$ cat src/rtl/seq_mlp_pkg.sv
// Shared types and the fixed network parameters for the sequential two-layer MLP.
package seq_mlp_pkg;

    typedef enum logic [1:0] {
        IDLE = 2'd0,
        L0   = 2'd1,
        L1   = 2'd2,
        DONE = 2'd3
    } state_t;

    localparam int unsigned WGT_W   = 8;
    localparam int unsigned BIAS_W  = 16;
    localparam int unsigned P_N_IN  = 6;
    localparam int unsigned P_N_HID = 3;

    typedef logic signed [WGT_W-1:0]  wgt_t;
    typedef logic signed [BIAS_W-1:0] bias_t;

    localparam wgt_t W0 [P_N_HID][P_N_IN] = '{
        '{-8'sd10, -8'sd32, -8'sd5,  8'sd17,  8'sd28, -8'sd45},
        '{-8'sd8,   8'sd9,   8'sd5, -8'sd11, -8'sd47,  8'sd92},
        '{ 8'sd14,  8'sd17,  8'sd10, 8'sd10, -8'sd5,  -8'sd25}
    };

    localparam wgt_t  W1 [P_N_HID] = '{8'sd7, -8'sd72, 8'sd6};
    localparam bias_t B0 [P_N_HID] = '{16'sd113, 16'sd171, 16'sd26};
    localparam bias_t B1           = -16'sd1950;

    // Table lookups; indices outside the table read as zero.
    function automatic wgt_t w0_at(input int unsigned n, input int unsigned k);
        wgt_t w;
        w = '0;
        for (int unsigned i = 0; i < P_N_HID; i++) begin
            for (int unsigned j = 0; j < P_N_IN; j++) begin
                if (i == n && j == k) begin
                    w = W0[i][j];
                end
            end
        end
        return w;
    endfunction

    function automatic wgt_t w1_at(input int unsigned n);
        wgt_t w;
        w = '0;
        for (int unsigned i = 0; i < P_N_HID; i++) begin
            if (i == n) begin
                w = W1[i];
            end
        end
        return w;
    endfunction

    function automatic bias_t b0_at(input int unsigned n);
        bias_t b;
        b = '0;
        for (int unsigned i = 0; i < P_N_HID; i++) begin
            if (i == n) begin
                b = B0[i];
            end
        end
        return b;
    endfunction

endpackage

$ cat src/rtl/seq_mlp_mac.sv
// Wrapping signed MAC: acc <= (preload ? bias : acc) + wgt * zero-extended operand.
module seq_mlp_mac #(
    parameter int unsigned A_W   = 8,
    parameter int unsigned B_W   = 4,
    parameter int unsigned ACC_W = 12
) (
    input  logic                    clk,
    input  logic                    rst_n,
    input  logic                    i_en,
    input  logic                    i_preload,
    input  logic signed [ACC_W-1:0] i_bias,
    input  logic signed [A_W-1:0]   i_wgt,
    input  logic        [B_W-1:0]   i_opnd,
    output logic signed [ACC_W-1:0] o_acc
);

    localparam int unsigned P_W = A_W + B_W + 1;
    localparam int unsigned X_W = (P_W > ACC_W) ? P_W : ACC_W;

    logic signed [P_W-1:0]   w_prod;
    logic signed [X_W-1:0]   w_prod_x;
    logic signed [ACC_W-1:0] w_addend;
    logic signed [ACC_W-1:0] w_base;
    logic signed [ACC_W-1:0] w_sum;
    logic signed [ACC_W-1:0] r_acc;

    // Product is exact; reduction to ACC_W keeps modulo semantics.
    assign w_prod   = P_W'(i_wgt) * P_W'($signed({1'b0, i_opnd}));
    assign w_prod_x = X_W'(w_prod);
    assign w_addend = ACC_W'(w_prod_x);
    assign w_base   = i_preload ? i_bias : r_acc;
    assign w_sum    = w_base + w_addend;

    always_ff @(posedge clk) begin
        if (!rst_n) begin
            r_acc <= '0;
        end else if (i_en) begin
            r_acc <= w_sum;
        end
    end

    assign o_acc = r_acc;

endmodule

$ cat src/rtl/seq_mlp_2l.sv
// Sequential two-layer ReLU MLP: one MAC per cycle per layer, ready/valid on both sides.
module seq_mlp_2l
    import seq_mlp_pkg::*;
#(
    parameter int unsigned N_IN  = 6,
    parameter int unsigned N_HID = 3,
    parameter int unsigned IN_W  = 4,
    parameter int unsigned HID_W = 11,
    parameter int unsigned OUT_W = 18
) (
    input  logic                   clk,
    input  logic                   rst_n,
    input  logic                   in_valid,
    output logic                   in_ready,
    input  logic [N_IN*IN_W-1:0]   inp,
    output logic                   out_valid,
    input  logic                   out_ready,
    output logic [OUT_W:0]         out,
    output logic                   out_class
);

    localparam int unsigned ACC0_W = HID_W + 1;
    localparam int unsigned ACC1_W = OUT_W + 1;
    localparam int unsigned NRN_W  = $clog2(N_HID + 1);
    localparam int unsigned FEAT_W = (N_IN > 1) ? $clog2(N_IN) : 1;

    state_t                    r_state;
    state_t                    w_state_nxt;
    logic [NRN_W-1:0]          r_nrn;
    logic [FEAT_W-1:0]         r_feat;
    logic [N_IN*IN_W-1:0]      r_inp;
    logic [HID_W-1:0]          r_hid [N_HID];
    logic [OUT_W-1:0]          r_out;
    logic                      r_out_class;
    logic                      r_out_valid;

    logic                      w_accept;
    logic                      w_last_feat;
    logic                      w_last_nrn;
    logic                      w_l1_end;
    logic                      w_l0_en;
    logic                      w_l0_pre;
    logic                      w_l1_en;
    logic                      w_l1_pre;
    logic                      w_out_load;
    logic                      w_hid_we;
    logic [NRN_W-1:0]          w_hid_widx;
    logic [IN_W-1:0]           w_feat;
    logic [HID_W-1:0]          w_hid_sel;
    logic [HID_W-1:0]          w_hid_op;
    logic [HID_W-1:0]          w_hid_relu;
    logic [OUT_W-1:0]          w_out_relu;
    wgt_t                      w_w0;
    wgt_t                      w_w1;
    logic signed [ACC0_W-1:0]  w_b0;
    logic signed [ACC1_W-1:0]  w_b1;
    logic signed [ACC0_W-1:0]  w_acc0;
    logic signed [ACC1_W-1:0]  w_acc1;

    assign in_ready    = rst_n && (r_state == IDLE);
    assign w_accept    = in_valid && in_ready;
    assign w_last_feat = (r_feat == FEAT_W'(N_IN - 1));
    assign w_last_nrn  = (r_nrn == NRN_W'(N_HID - 1));
    assign w_l1_end    = (r_nrn == NRN_W'(N_HID));

    always_ff @(posedge clk) begin
        if (!rst_n) begin
            r_state <= IDLE;
        end else begin
            r_state <= w_state_nxt;
        end
    end

    // A neuron's final sum sits in the L0 accumulator while the next neuron preloads,
    // so its ReLU is written back on that preload cycle (the last one on L1 entry).
    always_comb begin
        w_state_nxt = r_state;
        w_l0_en     = 1'b0;
        w_l0_pre    = 1'b0;
        w_l1_en     = 1'b0;
        w_l1_pre    = 1'b0;
        w_out_load  = 1'b0;
        w_hid_we    = 1'b0;
        w_hid_widx  = '0;
        case (r_state)
            IDLE: begin
                if (w_accept) begin
                    w_state_nxt = L0;
                end
            end
            L0: begin
                w_l0_en  = 1'b1;
                w_l0_pre = (r_feat == '0);
                if (r_feat == '0 && r_nrn != '0) begin
                    w_hid_we   = 1'b1;
                    w_hid_widx = r_nrn - NRN_W'(1);
                end
                if (w_last_feat && w_last_nrn) begin
                    w_state_nxt = L1;
                end
            end
            L1: begin
                if (w_l1_end) begin
                    w_out_load  = 1'b1;
                    w_state_nxt = DONE;
                end else begin
                    w_l1_en  = 1'b1;
                    w_l1_pre = (r_nrn == '0);
                end
                if (r_nrn == '0) begin
                    w_hid_we   = 1'b1;
                    w_hid_widx = NRN_W'(N_HID - 1);
                end
            end
            DONE: begin
                if (out_ready) begin
                    w_state_nxt = IDLE;
                end
            end
            default: w_state_nxt = IDLE;
        endcase
    end

    always_ff @(posedge clk) begin
        if (!rst_n) begin
            r_nrn  <= '0;
            r_feat <= '0;
        end else begin
            case (r_state)
                L0: begin
                    if (w_last_feat) begin
                        r_feat <= '0;
                        r_nrn  <= w_last_nrn ? '0 : r_nrn + NRN_W'(1);
                    end else begin
                        r_feat <= r_feat + FEAT_W'(1);
                    end
                end
                L1: r_nrn <= w_l1_end ? '0 : r_nrn + NRN_W'(1);
                default: begin
                    r_nrn  <= '0;
                    r_feat <= '0;
                end
            endcase
        end
    end

    always_ff @(posedge clk) begin
        if (!rst_n) begin
            r_inp <= '0;
        end else if (w_accept) begin
            r_inp <= inp;
        end
    end

    always_comb begin
        w_feat = '0;
        for (int unsigned k = 0; k < N_IN; k++) begin
            if (32'(r_feat) == k) begin
                w_feat = r_inp[k*IN_W +: IN_W];
            end
        end
    end

    always_comb begin
        w_hid_sel = '0;
        for (int unsigned j = 0; j < N_HID; j++) begin
            if (32'(r_nrn) == j) begin
                w_hid_sel = r_hid[j];
            end
        end
    end

    // Single-neuron networks read the hidden value on the cycle it is written.
    assign w_hid_op   = (N_HID == 1 && r_nrn == '0) ? w_hid_relu : w_hid_sel;

    assign w_w0       = w0_at(32'(r_nrn), 32'(r_feat));
    assign w_w1       = w1_at(32'(r_nrn));
    assign w_b0       = ACC0_W'(b0_at(32'(r_nrn)));
    assign w_b1       = ACC1_W'(B1);

    assign w_hid_relu = w_acc0[ACC0_W-1] ? '0 : w_acc0[HID_W-1:0];
    assign w_out_relu = w_acc1[ACC1_W-1] ? '0 : w_acc1[OUT_W-1:0];

    seq_mlp_mac #(
        .A_W   (WGT_W),
        .B_W   (IN_W),
        .ACC_W (ACC0_W)
    ) u_mac_l0 (
        .clk       (clk),
        .rst_n     (rst_n),
        .i_en      (w_l0_en),
        .i_preload (w_l0_pre),
        .i_bias    (w_b0),
        .i_wgt     (w_w0),
        .i_opnd    (w_feat),
        .o_acc     (w_acc0)
    );

    seq_mlp_mac #(
        .A_W   (WGT_W),
        .B_W   (HID_W),
        .ACC_W (ACC1_W)
    ) u_mac_l1 (
        .clk       (clk),
        .rst_n     (rst_n),
        .i_en      (w_l1_en),
        .i_preload (w_l1_pre),
        .i_bias    (w_b1),
        .i_wgt     (w_w1),
        .i_opnd    (w_hid_op),
        .o_acc     (w_acc1)
    );

    always_ff @(posedge clk) begin
        if (!rst_n) begin
            for (int unsigned j = 0; j < N_HID; j++) begin
                r_hid[j] <= '0;
            end
            r_out       <= '0;
            r_out_class <= 1'b0;
            r_out_valid <= 1'b0;
        end else begin
            for (int unsigned j = 0; j < N_HID; j++) begin
                if (w_hid_we && 32'(w_hid_widx) == j) begin
                    r_hid[j] <= w_hid_relu;
                end
            end
            if (w_out_load) begin
                r_out       <= w_out_relu;
                r_out_class <= |w_out_relu;
                r_out_valid <= 1'b1;
            end else if (r_state == DONE && out_ready) begin
                r_out_valid <= 1'b0;
            end
        end
    end

    assign out       = {1'b0, r_out};
    assign out_class = r_out_class;
    assign out_valid = r_out_valid;

endmodule

$ cat config.mk
export PLATFORM = sky130hd
export DESIGN_NAME = seq_mlp_2l
export DESIGN_NICKNAME = d
export VERILOG_FILES = /design/src/rtl/seq_mlp_pkg.sv /design/src/rtl/seq_mlp_mac.sv /design/src/rtl/seq_mlp_2l.sv
export SDC_FILE = /design/constraint.sdc
export NUM_CORES = 1
export LEC_CHECK = 0
export CAP_MARGIN = 20
export CORE_ASPECT_RATIO = 0.9
export CORE_UTILIZATION = 55
export DETAILED_ROUTE_END_ITERATION = 6
export GPL_ROUTABILITY_DRIVEN = 0
export PLACE_DENSITY = 0.74
export SETUP_SLACK_MARGIN = 0.5
export SYNTH_ARGS = -nofsm -noshare
export SYNTH_HDL_FRONTEND = slang
export SYNTH_SLANG_ARGS = --single-unit
export TNS_END_PERCENT = 10
$ cat constraint.sdc
create_clock -name clk -period 18.55 [get_ports clk]
set_input_delay 2.7825 -clock clk [delete_from_list [all_inputs] [get_ports clk]]
set_output_delay 2.7825 -clock clk [all_outputs]
set_load 0.005 [all_outputs]
* Word level (Yosys, flattened, before mapping)
Memory sizes are Yosys's and may differ from the RTL's.
Index checks and enable logic that the tools add are counted.
** Word-level totals
- Register bits :: 82
- RAM bits :: 33
- Output and inout port bits :: 22
- Memories kept :: 1
** Operators by class
- $add $sub $neg :: 5
- $mul :: 2
- Eq/ne operators :: 25
- Muxes and demuxes :: 77
- Bitwise gates (word level) :: 3
- Reductions and logical operators :: 34
** Memories
- r_hid :: words 3, bits a word 11, read ports 3, clocked after Yosys merged registers in 0, write ports 3, RTL line seq_mlp_2l.sv:32 : logic [HID_W-1:0] r_hid [N_HID];
** Operator list (number)
- $mux W8 :: 20
- $mux W11 :: 7
- $mux W12 :: 3
- $logic_and A1 B1 Y1 :: 26
- $mux W4 :: 6
- $mux W1 :: 22
- $add A19 B19 Y19 :: 1
- $mul A8 B12 Y19 :: 1
- $mux W19 :: 1
- $mux W18 :: 1
- $mux W2 :: 9
- $reduce_or A18 Y1 :: 1
- $add A12 B12 Y12 :: 1
- $mul A8 B5 Y12 :: 1
- $eq A2 B2 Y1 const B :: 5
- $ne A2 B2 Y1 const B :: 5
- $pmux W2 S2 :: 2
- $pmux W2 S4 :: 1
- $mux W7 :: 1
- $eq A2 B1 Y1 const B :: 3
- $eq A2 B3 Y1 const A :: 2
- $eq A3 B2 Y1 const B :: 2
- $eq A3 B3 Y1 const A :: 2
- $eq A3 B3 Y1 const B :: 2
- other kinds (15) :: 21

* Longest topological paths before layout
Gate-level depths: netlist (run 1).
- Word-level depth :: 22
- Mapped depth :: 27
- Gate-level depth less buffers :: 25

* Hierarchy
From an unflattened synthesis (run 1), not the netlist that was laid out.
** Second synthesis, totals
- Cell total of the unflattened synthesis :: 1211
- Area total of the unflattened synthesis :: 10885.4 µm²
** Modules (own cells, without submodules)
- seq_mlp_2l :: instances 1, cells an instance 518, area each 4558.1 µm², sequential area each 2011.9 µm²
- seq_mlp_mac (u_mac_l1) :: instances 1, cells an instance 474, area each 4349.2 µm², sequential area each 380.4 µm²
- seq_mlp_mac (u_mac_l0) :: instances 1, cells an instance 219, area each 1978.1 µm², sequential area each 240.2 µm²

* Least setup slack after synthesis (run 1)
Ideal clock, no wire load.
- Path type :: input to output
- Start :: in rst_n
- End :: out in_ready
- Data arrival time :: 3.461 ns
- Required time :: 15.767 ns
- Setup slack :: 12.307 ns
- Stages :: 3
- Buffers on the path :: 2
- Cell sequence :: clkbuf_1 > clkbuf_1 > and2_1
** Between the ends
- Word-level cells in the longest chain between the ends :: 1
** RTL lines
- start: declaration :: RTL line seq_mlp_2l.sv:12 : input logic rst_n,
- $logic_and A1 B1 Y1 :: RTL line seq_mlp_2l.sv:60 : assign in_ready = rst_n && (r_state == IDLE);
- end: declaration :: RTL line seq_mlp_2l.sv:14 : output logic in_ready,
No other way between the ends.

* Final worst setup path (run 1)
- Start :: reg r_nrn[0]
- End :: reg u_mac_l1.r_acc[18] (netlist: u_mac_l1.o_acc[18])
** Between the ends
- Word-level cells in the longest chain between the ends :: 6
- Elaborated cells on any way between the ends :: 19
** RTL lines
- start: declaration :: RTL line seq_mlp_2l.sv:29 : logic [NRN_W-1:0] r_nrn;
- start signal: assignment :: RTL line seq_mlp_2l.sv:133 : r_nrn <= w_last_nrn ? '0 : r_nrn + NRN_W'(1);
- start signal: assignment :: RTL line seq_mlp_2l.sv:138 : L1: r_nrn <= w_l1_end ? '0 : r_nrn + NRN_W'(1);
- $logic_not A2 Y1 :: RTL line seq_mlp_pkg.sv:47, seq_mlp_2l.sv:108, seq_mlp_2l.sv:167
- $mux W3 or $mux W11 (tied branches) :: RTL line seq_mlp_pkg.sv:47, seq_mlp_2l.sv:167
- $mux W8 or $mux W11 (tied branches) (2 in series) :: RTL line seq_mlp_pkg.sv:47, seq_mlp_2l.sv:167
- $mul A8 B12 Y19 :: RTL line seq_mlp_mac.sv:28 : assign w_prod = P_W'(i_wgt) * P_W'($signed({1'b0, i_opnd}));
- $add A19 B19 Y19 :: RTL line seq_mlp_mac.sv:32 : assign w_sum = w_base + w_addend;
- end signal: assignment :: RTL line seq_mlp_mac.sv:38 : r_acc <= w_sum;
- end: declaration :: RTL line seq_mlp_mac.sv:25 : logic signed [ACC_W-1:0] r_acc;
Several ways; a longest one is shown, not always the timed one.
A chain may end at the register's enable or synchronous reset.

==> reports/qor.txt, run 1 <==
status -> complete, no violations
Filler cells -> 1472
worst setup margin -> 11.26 ns
PortBufs -> 48
Slew HR -> 17.74%
RSZ-0062 raised after global routing -> false
post-synth net total -> 1378
simple-gate share of the synthesized area -> 18.89%
met3 routed WL -> 1826 um
commonest non-fill, non-tap cells in the layout -> 138 x inv_1, 122 x nor2_1, 120 x nand2_1
VDD IR-drop max -> 0.1644 mV
Total Nets Final -> 1396
Via density -> 5.637
Die Height -> 130.6 um
Max-cap violations -> 0
Residual DRC -> 0
vias in the first global route -> 7715
Hold Path Class -> flop to flop
layout cell share with drive strength beyond 1 -> 5.000%
WL per Instance -> 16.52 um
HPWL after DPL -> 17670 um
CTS Buffer Depth -> 2
clock latency on the worst-skew pair -> 0.43 ns
Leak -> 0.005067 uW
Synth Area in Compound Gates -> 14.70%
cts hold-fix bufs -> 0
Max Slew Vio Count -> 0
Finished Cell Area -> 11320 um^2
antenna diode count -> 0
clk_skew -> 0.008061 ns
max layer used -> met4
Worst Tran Pin Value -> 1.234 ns
FF+latch area -> 2633 um^2
CP Capture Type -> flop
Total GRT Usage -> 26.39%
met2 wire length -> 10370 um
cts bufs inserted -> 17
Seq cells post-synth -> 115
multi-input combinational cell area -> 6680 um^2
crit path max-delay cell type -> nor2b_1
final hold violation count -> 0
R2R depth -> 22
antenna violations before repair -> 0
CTS sink cnt -> 115
Critical Path Fanout Max -> 16
I/O Pins -> 50
post-synthesis cell count -> 1169
core footprint -> 17780 um^2
CP peak stage delay -> 0.78 ns
FF-to-FF setup slack -> 11.26 ns
Req. time, crit path -> 18.90 ns
# Post-CTS Setup Buffers -> 0
row cnt -> 46
Clock Pin Slew Worst Setup and Hold Paths -> 0.06 ns
Resize count post-CTS -> 0
DP Worst Slack -> 11.38 ns
Setup crit start -> r_nrn[0]$_SDFFE_PN0P_
root buf cell -> clkbuf_16
FFs w/ async S/R, synth -> 0%
DR iter-0 viols -> 760
setup violators final -> 0
WS Path Type -> flop to flop
Antenna Nets Post-Route -> 0
setup tns final -> 0 ns
WP data arrival -> 7.64 ns
Initial Util -> 56.85%
largest family of logic cells by synthesized area -> adder cells
P&R area growth vs syn -> 11.99%
critical path, cell by cell -> inv_1, ha_1, nor2b_1, a22oi_1, o21ai_0, o21ai_0, inv_1, fa_1, fa_1, fa_1, fa_1, inv_1, fa_1, inv_1, ha_1, o21ai_1, o21a_1, o31ai_1, o21ai_1, a211oi_2, o211ai_1, o211ai_1
CP most frequent cell -> fa_1
Max Clock Freq -> 137.2 MHz
TritonCTS clock tree -> built
Synth Area in Adders -> 28.94%
Top Family by Delay on Critical Path -> adder cells
placed cell area -> 10720 um^2
wire length on met1 -> 11410 um
mean post-synth cell area -> 8.648 um^2
Tmin final -> 7.290 ns
die width -> 144.9 um
die area -> 18930 um^2
synthesized area -> 10110 um^2
remaining global-route overflow -> 0
post-synthesis sequential area ratio -> 26.04%
library cells used by synthesis -> 74
first-pass GRT wire length -> 38970 um
FF-to-FF Start -> r_nrn[0]$_SDFFE_PN0P_
Crit path buffers/inverters -> 4
area share of xor/xnor cells in the synthesized design -> 1.386%
RR Endpoint -> u_mac_l1.o_acc[18]$_SDFFE_PN0P_
Worst setup SP type -> flop
H-tree depth -> 4
mux contribution to synthesized area -> 2.129%
Worst path depth -> 22
YS warnings -> 0
number of synthesized flops with an enable pin -> 33
prevailing post-synth register cell -> dfxtp_1
Pre-antenna DRT Iters -> 6
largest net degree at the start of global routing -> 51
Post-Route WL -> 23790 um
Pwr per Cell Area -> 133.1 nW/um^2
Critical path destination -> u_mac_l1.o_acc[18]$_SDFFE_PN0P_
crit share post-route -> 39.30%
leading cell type in the layout, fill and taps excluded -> inv_1
via count -> 8117
-- routing by layer --
layer / up-vias / track usage, %
met5: - / 0
met4: 0 / 5.569
met3: 19 / 5.035
met2: 259 / 40.21
met1: 3889 / 38.98
li1: 3950 / -
-- stage by stage --
step                      hold slack (ns)  instances  util [%]  power [uW]
after CTS                          0.4607       1440     63.66        1507
after global placement             0.4457       1408     60.25        1146
after floorplan                    0.4318       1169         -       982.6
after global routing               0.4774       1440     63.66        1654
final                              0.4567       1440     63.66        1507
after detailed placement           0.4507       1408     60.25        1161
-- worst reg2reg max path, stage by stage, from the launching register on --
cell and delay (ns):
dfxtp_1 0.38, inv_1 0.18, ha_1 0.54, nor2b_1 0.79
a22oi_1 0.14, o21ai_0 0.38, o21ai_0 0.25, inv_1 0.13
fa_1 0.42, fa_1 0.53, fa_1 0.44, fa_1 0.54
inv_1 0.05, fa_1 0.54, inv_1 0.05, ha_1 0.36
o21ai_1 0.13, o21a_1 0.19, o31ai_1 0.49, o21ai_1 0.17
a211oi_2 0.24, o211ai_1 0.13, o211ai_1 0.12
-- registers in the layout, indices dropped and copies added, names as in the netlist --
signal / flops
r_feat: 3
out_valid: 1
r_nrn: 2
r_out: 18
u_mac_l0.o_acc: 12
r_inp: 24
r_state: 2
out_class: 1
r_hid: 33
u_mac_l1.o_acc: 19
-- cell usage after synthesis (all sizes together), types with 18 or more instances --
master  count  share of area, %
edfxtp     33               9.8
fa         88                17
o21ai      64               3.2
clkbuf     44               1.6
buf        18               1.0
ha         93                12
nand2     121               4.5
and2       39               2.4
dfxtp      82                16
nor2      123               4.6
nor2b      18               1.1
a21oi      73               3.6
nor3b      20               1.5
inv       138               5.1
-- logic make-up after synthesis --
| kind of cell | count (synthesis) |
|---|---|
| adders and majority gates | 181 |
| buffers and inverters | 203 |
| xor gates and xnor gates | 16 |
| other | 1 |
| and+or+nand+nor | 400 |
| DFF | 115 |
| muxes | 21 |
| AOI/OAI and AO/OA | 232 |
-- cell type report --
cell class,instances,share of cell area (%)
Clock buffer,20,4.321
Clock inverter,12,1.039
Inverter,141,4.675
Multi-Input combinational cell,851,59.00
Sequential cell,115,23.25
Tap cell,240,2.652
Timing Repair Buffer,61,5.061
-- worst min-delay path by stage --
stage               cells past startpoint                   start                endpoint
global route                            2  r_inp[11]$_SDFFE_PN0P_  r_inp[11]$_SDFFE_PN0P_
detailed placement                      2  r_inp[11]$_SDFFE_PN0P_  r_inp[11]$_SDFFE_PN0P_
CTS                                     2   r_inp[5]$_SDFFE_PN0P_   r_inp[5]$_SDFFE_PN0P_
global placement                        2  r_inp[23]$_SDFFE_PN0P_  r_inp[23]$_SDFFE_PN0P_
finish                                  2   r_inp[5]$_SDFFE_PN0P_   r_inp[5]$_SDFFE_PN0P_
floorplan                               2  r_inp[18]$_SDFFE_PN0P_  r_inp[18]$_SDFFE_PN0P_
-- power by group --
group / internal, uW / leakage (uW) / switching [uW]
Combinational: 348 / 0.00377 / 498
Clock: 206 / 0.000294 / 131
Sequential: 290 / 0.00101 / 33.8
(Power assumes the default switching activity.)
==> inputs of run 2 (changes only) <==
- clock period: 18.55 -> 7.6 ns (I/O delays scaled with it)
==> run 2 against run 1 <==
Net effect:
- worst setup slack got worse by 10 ns
- clock skew rose by 0.0043 ns
- critical endpoint unchanged
- sequential power rose by 140%
==> reports/qor.txt, run 2 (synthesis results as in run 1) <==
status -> complete, no violations
PortBufs -> 48
Leak -> 0.005098 uW
Die Height -> 130.6 um
Residual DRC -> 0
# Post-CTS Setup Buffers -> 0
Via density -> 5.639
largest net degree at the start of global routing -> 52
critical path, cell by cell -> inv_1, ha_1, nor2_1, nor2b_1, fa_1, fa_1, fa_1, fa_1, inv_1, fa_1, inv_1, ha_1, o21ai_1, o21a_1, o31ai_1, o21ai_1, a211oi_2, o211ai_1, o211ai_1
Pwr per Cell Area -> 322.3 nW/um^2
Total GRT Usage -> 26.88%
P&R area growth vs syn -> 12.38%
max layer used -> met4
Resize count post-CTS -> 0
final hold violation count -> 0
Critical Path Fanout Max -> 17
Worst Tran Pin Value -> 1.022 ns
met3 routed WL -> 1517 um
Worst setup SP type -> flop
Initial Util -> 56.85%
root buf cell -> clkbuf_16
core footprint -> 17780 um^2
antenna violations before repair -> 0
I/O Pins -> 50
first-pass GRT wire length -> 39980 um
CP most frequent cell -> fa_1
remaining global-route overflow -> 0
CP peak stage delay -> 0.70 ns
TritonCTS clock tree -> built
VDD IR-drop max -> 0.3499 mV
Req. time, crit path -> 7.94 ns
WS Path Type -> flop to flop
Post-Route WL -> 24330 um
antenna diode count -> 0
wire length on met1 -> 11740 um
setup violators final -> 0
Slew HR -> 31.86%
vias in the first global route -> 7850
via count -> 8159
leading cell type in the layout, fill and taps excluded -> inv_1
Tmin final -> 6.667 ns
commonest non-fill, non-tap cells in the layout -> 138 x inv_1, 122 x nor2_1, 120 x nand2_1
WL per Instance -> 16.81 um
Top reg by flops -> r_hid
Max Slew Vio Count -> 0
CP Capture Type -> flop
die width -> 144.9 um
RSZ-0062 raised after global routing -> false
Total Nets Final -> 1404
met2 wire length -> 10760 um
HPWL after DPL -> 18200 um
clock latency on the worst-skew pair -> 0.42 ns
cts hold-fix bufs -> 0
H-tree depth -> 4
clk_skew -> 0.01234 ns
Largest register FFs -> 33
layout cell share with drive strength beyond 1 -> 5.551%
cts bufs inserted -> 17
Max-cap violations -> 0
worst hold stages -> 2
CTS sink cnt -> 115
CTS Buffer Depth -> 2
DR iter-0 viols -> 760
R2R depth -> 19
row cnt -> 46
Antenna Nets Post-Route -> 0
setup tns final -> 0 ns
Pre-antenna DRT Iters -> 5
WP data arrival -> 7.00 ns
crit share post-route -> 87.73%
die area -> 18930 um^2
Max Clock Freq -> 150.0 MHz
Util after Layout -> 63.88%
crit path max-delay cell type -> nor2_1
Hold Path Class -> flop to flop
Clock Pin Slew Worst Setup and Hold Paths -> 0.06 ns
[run 2: final timing paths]
| check | start | to | slack [ns] |
|---|---|---|---|
| setup / recovery | r_nrn[0]$_SDFFE_PN0P_ | u_mac_l1.o_acc[18]$_SDFFE_PN0P_ | 0.93 |
| hold / removal | r_inp[0]$_SDFFE_PN0P_ | r_inp[0]$_SDFFE_PN0P_ | 0.46 |
| setup reg to reg | r_nrn[0]$_SDFFE_PN0P_ | u_mac_l1.o_acc[18]$_SDFFE_PN0P_ | 0.93 |
| hold reg to reg | r_inp[0]$_SDFFE_PN0P_ | r_inp[0]$_SDFFE_PN0P_ | 0.46 |
[run 2: worst max-delay path, delay by kind of cell (launching register included)]
| kind | cells | cell delay [ns] |
|---|---|---|
| fa+ha+maj | 7 | 3.39 |
| compound gates | 7 | 1.55 |
| simple gates | 2 | 0.93 |
| flops | 1 | 0.46 |
| buf+inv | 3 | 0.26 |
[run 2: report_power, final]
group / total (uW) / switching, uW / internal, uW
logic: 2080 / 1220 / 862
registers: 789 / 80.0 / 709
clock network: 793 / 293 / 500
[run 2: stage by stage]
step	cell area, um^2	setup WS (ns)	instances	total power [uW]	hold slack, ns
2_1_floorplan	10110	1.495	1169	2398	0.4318
3_3_place_gp	10780	1.236	1416	2811	0.4453
3_5_place_dp	10780	1.054	1416	2868	0.4518
4_1_cts	11360	0.9154	1447	3674	0.4600
5_1_grt	11360	0.5460	1447	4015	0.4723
6_report	11360	0.9325	1447	3661	0.4572
[run 2: per-layer routing]
metal	vias to the layer above	track usage [%]
met3	28	4.896
met5	-	0
li1	3951	-
met2	252	41.83
met4	0	7.196
met1	3928	38.62
[run 2: final cells by class]
| type | count | area (um^2) |
|---|---|---|
| Multi-Input combinational cell | 851 | 6683 |
| Fill cell | 1506 | 6424 |
| Tap cell | 240 | 300.3 |
| Sequential cell | 115 | 2633 |
| Inverter | 141 | 529.3 |
| Timing Repair Buffer | 69 | 633.1 |
| Clock inverter | 8 | 73.82 |
| Clock buffer | 23 | 509.2 |
==> inputs of run 3 (changes only) <==
- CORE_ASPECT_RATIO: 0.9 -> 0.7
- SETUP_SLACK_MARGIN: 0.5 -> unset
==> run 3 against run 2 <==
Net effect:
- non-clock buffer count is 1 higher
- largest cell class unchanged
- first-iteration DRC count rose by 6.7%
- critical path depth grew 4
- clock power increased by 1%
- highest routed layer unchanged
- cell area increased by 0.28%
==> reports/qor.txt, run 3 (synthesis results as in run 1) <==
status -> complete, no violations
Pre-antenna DRT Iters -> 5
cts hold-fix bufs -> 0
TritonCTS clock tree -> built
CP peak stage delay -> 0.62 ns
CP Capture Type -> flop
Req. time, crit path -> 7.95 ns
Post-Route WL -> 24950 um
# Post-CTS Setup Buffers -> 0
H-tree depth -> 4
RSZ-0062 raised after global routing -> false
layout cell share with drive strength beyond 1 -> 5.629%
GR peak layer -> met1
Die Height -> 115.4 um
fin cells -> 1444
antenna violations before repair -> 0
Clock Pin Slew Worst Setup and Hold Paths -> 0.06 ns
critical path, cell by cell -> inv_1, ha_1, buf_4, nor2b_1, buf_4, a22oi_1, o21ai_0, nor2b_1, fa_1, ha_1, fa_1, fa_1, inv_1, fa_1, inv_1, ha_1, o21ai_1, o21a_1, o31ai_1, o21ai_1, a211oi_2, o211ai_1, o211ai_1
remaining global-route overflow -> 0
met3 Use GR -> 5.333%
WS Path Type -> flop to flop
Max Slew Vio Count -> 0
largest net degree at the start of global routing -> 53
cts bufs inserted -> 17
first-pass GRT wire length -> 41140 um
Top reg by flops -> r_hid
Util after Layout -> 63.27%
I/O Pins -> 50
clk_skew -> 0.01426 ns
core footprint -> 18010 um^2
Resize count post-CTS -> 0
CTS sink cnt -> 115
crit path max-delay cell type -> o31ai_1
worst setup margin -> 0.7293 ns
final hold violation count -> 0
die width -> 164.0 um
Largest register FFs -> 33
WL per Instance -> 17.28 um
grt met1 use -> 43.67%
Slew HR -> 32.81%
antenna diode count -> 0
HPWL after DPL -> 18530 um
leading cell type in the layout, fill and taps excluded -> inv_1
P&R area growth vs syn -> 12.69%
Antenna Nets Post-Route -> 0
setup violators final -> 0
commonest non-fill, non-tap cells in the layout -> 138 x inv_1, 122 x nor2_1, 120 x nand2_1
die area -> 18940 um^2
Hold Path Class -> flop to flop
VDD IR-drop max -> 0.4284 mV
setup tns final -> 0 ns
Tmin final -> 6.871 ns
Max-cap violations -> 0
Initial Util -> 56.15%
root buf cell -> clkbuf_16
Leak -> 0.005119 uW
DR iter-0 viols -> 811
Pwr per Cell Area -> 323.4 nW/um^2
Placed Cells -> 1412
PortBufs -> 48
CTS Buffer Depth -> 2
Total GRT Usage -> 28.29%
DP Worst Slack -> 1.011 ns
Max Clock Freq -> 145.5 MHz
vias in the first global route -> 7869
WP data arrival -> 7.22 ns
met2 Track Usage GR -> 40.96%
Residual DRC -> 0
Total Nets Final -> 1405
via count -> 8288
Via density -> 5.740
crit share post-route -> 90.40%
row cnt -> 41
Worst Tran Pin Value -> 1.008 ns
CP most frequent cell -> fa_1
Critical Path Fanout Max -> 31
Worst setup SP type -> flop
clock latency on the worst-skew pair -> 0.43 ns
==> run 3: cell count changes in the layout (fill, tap and decap cells not counted) <==
cell,delta
clkinvlp_4,-1
clkbuf_8,-1
clkinv_2,+1
buf_16,+1
clkbuf_16,+1
==> run 3: critical path, delay by kind of cell, from the launching register on <==
kind	cells	cell delay, ns
AO/OA/AOI/OAI	9	2.35
buffers and inverters	5	0.64
flip-flops	1	0.38
AND/OR/NAND/NOR	2	0.51
adder cells (fa/ha/maj)	7	2.90
==> run 3: area by class of cell <==
| type | instances | area (um^2) |
|---|---|---|
| Clock inverter | 8 | 71.32 |
| Tap cell | 236 | 295.3 |
| Fill cell | 1506 | 6614 |
| Timing Repair Buffer | 70 | 660.6 |
| Multi-Input combinational cell | 851 | 6683 |
| Clock buffer | 23 | 520.5 |
| Inverter | 141 | 529.3 |
| Sequential cell | 115 | 2633 |
==> run 3: stage by stage <==
| stage | hold WS [ns] | instance area [um^2] | total power (uW) |
|---|---|---|---|
| finish | 0.4595 | 11390 | 3685 |
| global route | 0.4898 | 11390 | 4036 |
| CTS | 0.4608 | 11360 | 3680 |
| detailed placement | 0.4536 | 10770 | 2864 |
| global placement | 0.4452 | 10770 | 2802 |
| floorplan | 0.4318 | 10110 | 2398 |
==> run 3: power breakdown <==
group	internal (uW)	switching (uW)	total [uW]	leakage (uW)
combinational	863	1220	2090	0.00382
sequential	709	83.8	793	0.00101
clock	510	294	804	0.000295
==> run 3: path summary, 6_finish.rpt <==
check | endpoint | slack, ns | from | cells past startpoint
worst min register to register | r_inp[10]$_SDFFE_PN0P_ | 0.46 | r_inp[10]$_SDFFE_PN0P_ | 2
worst max-delay path | u_mac_l1.o_acc[18]$_SDFFE_PN0P_ | 0.73 | r_nrn[1]$_SDFFE_PN0P_ | 23
worst min-delay path | r_inp[10]$_SDFFE_PN0P_ | 0.46 | r_inp[10]$_SDFFE_PN0P_ | 2
worst max register to register | u_mac_l1.o_acc[18]$_SDFFE_PN0P_ | 0.73 | r_nrn[1]$_SDFFE_PN0P_ | 23
==> run 3: routing by layer <==
metal	wire [um]	part of all wire, %	up-vias
li1	-	-	3955
met4	266	1.1	0
met2	10310	41	308
met5	0	0	-
met1	12340	49	3999
met3	2038	8.2	26
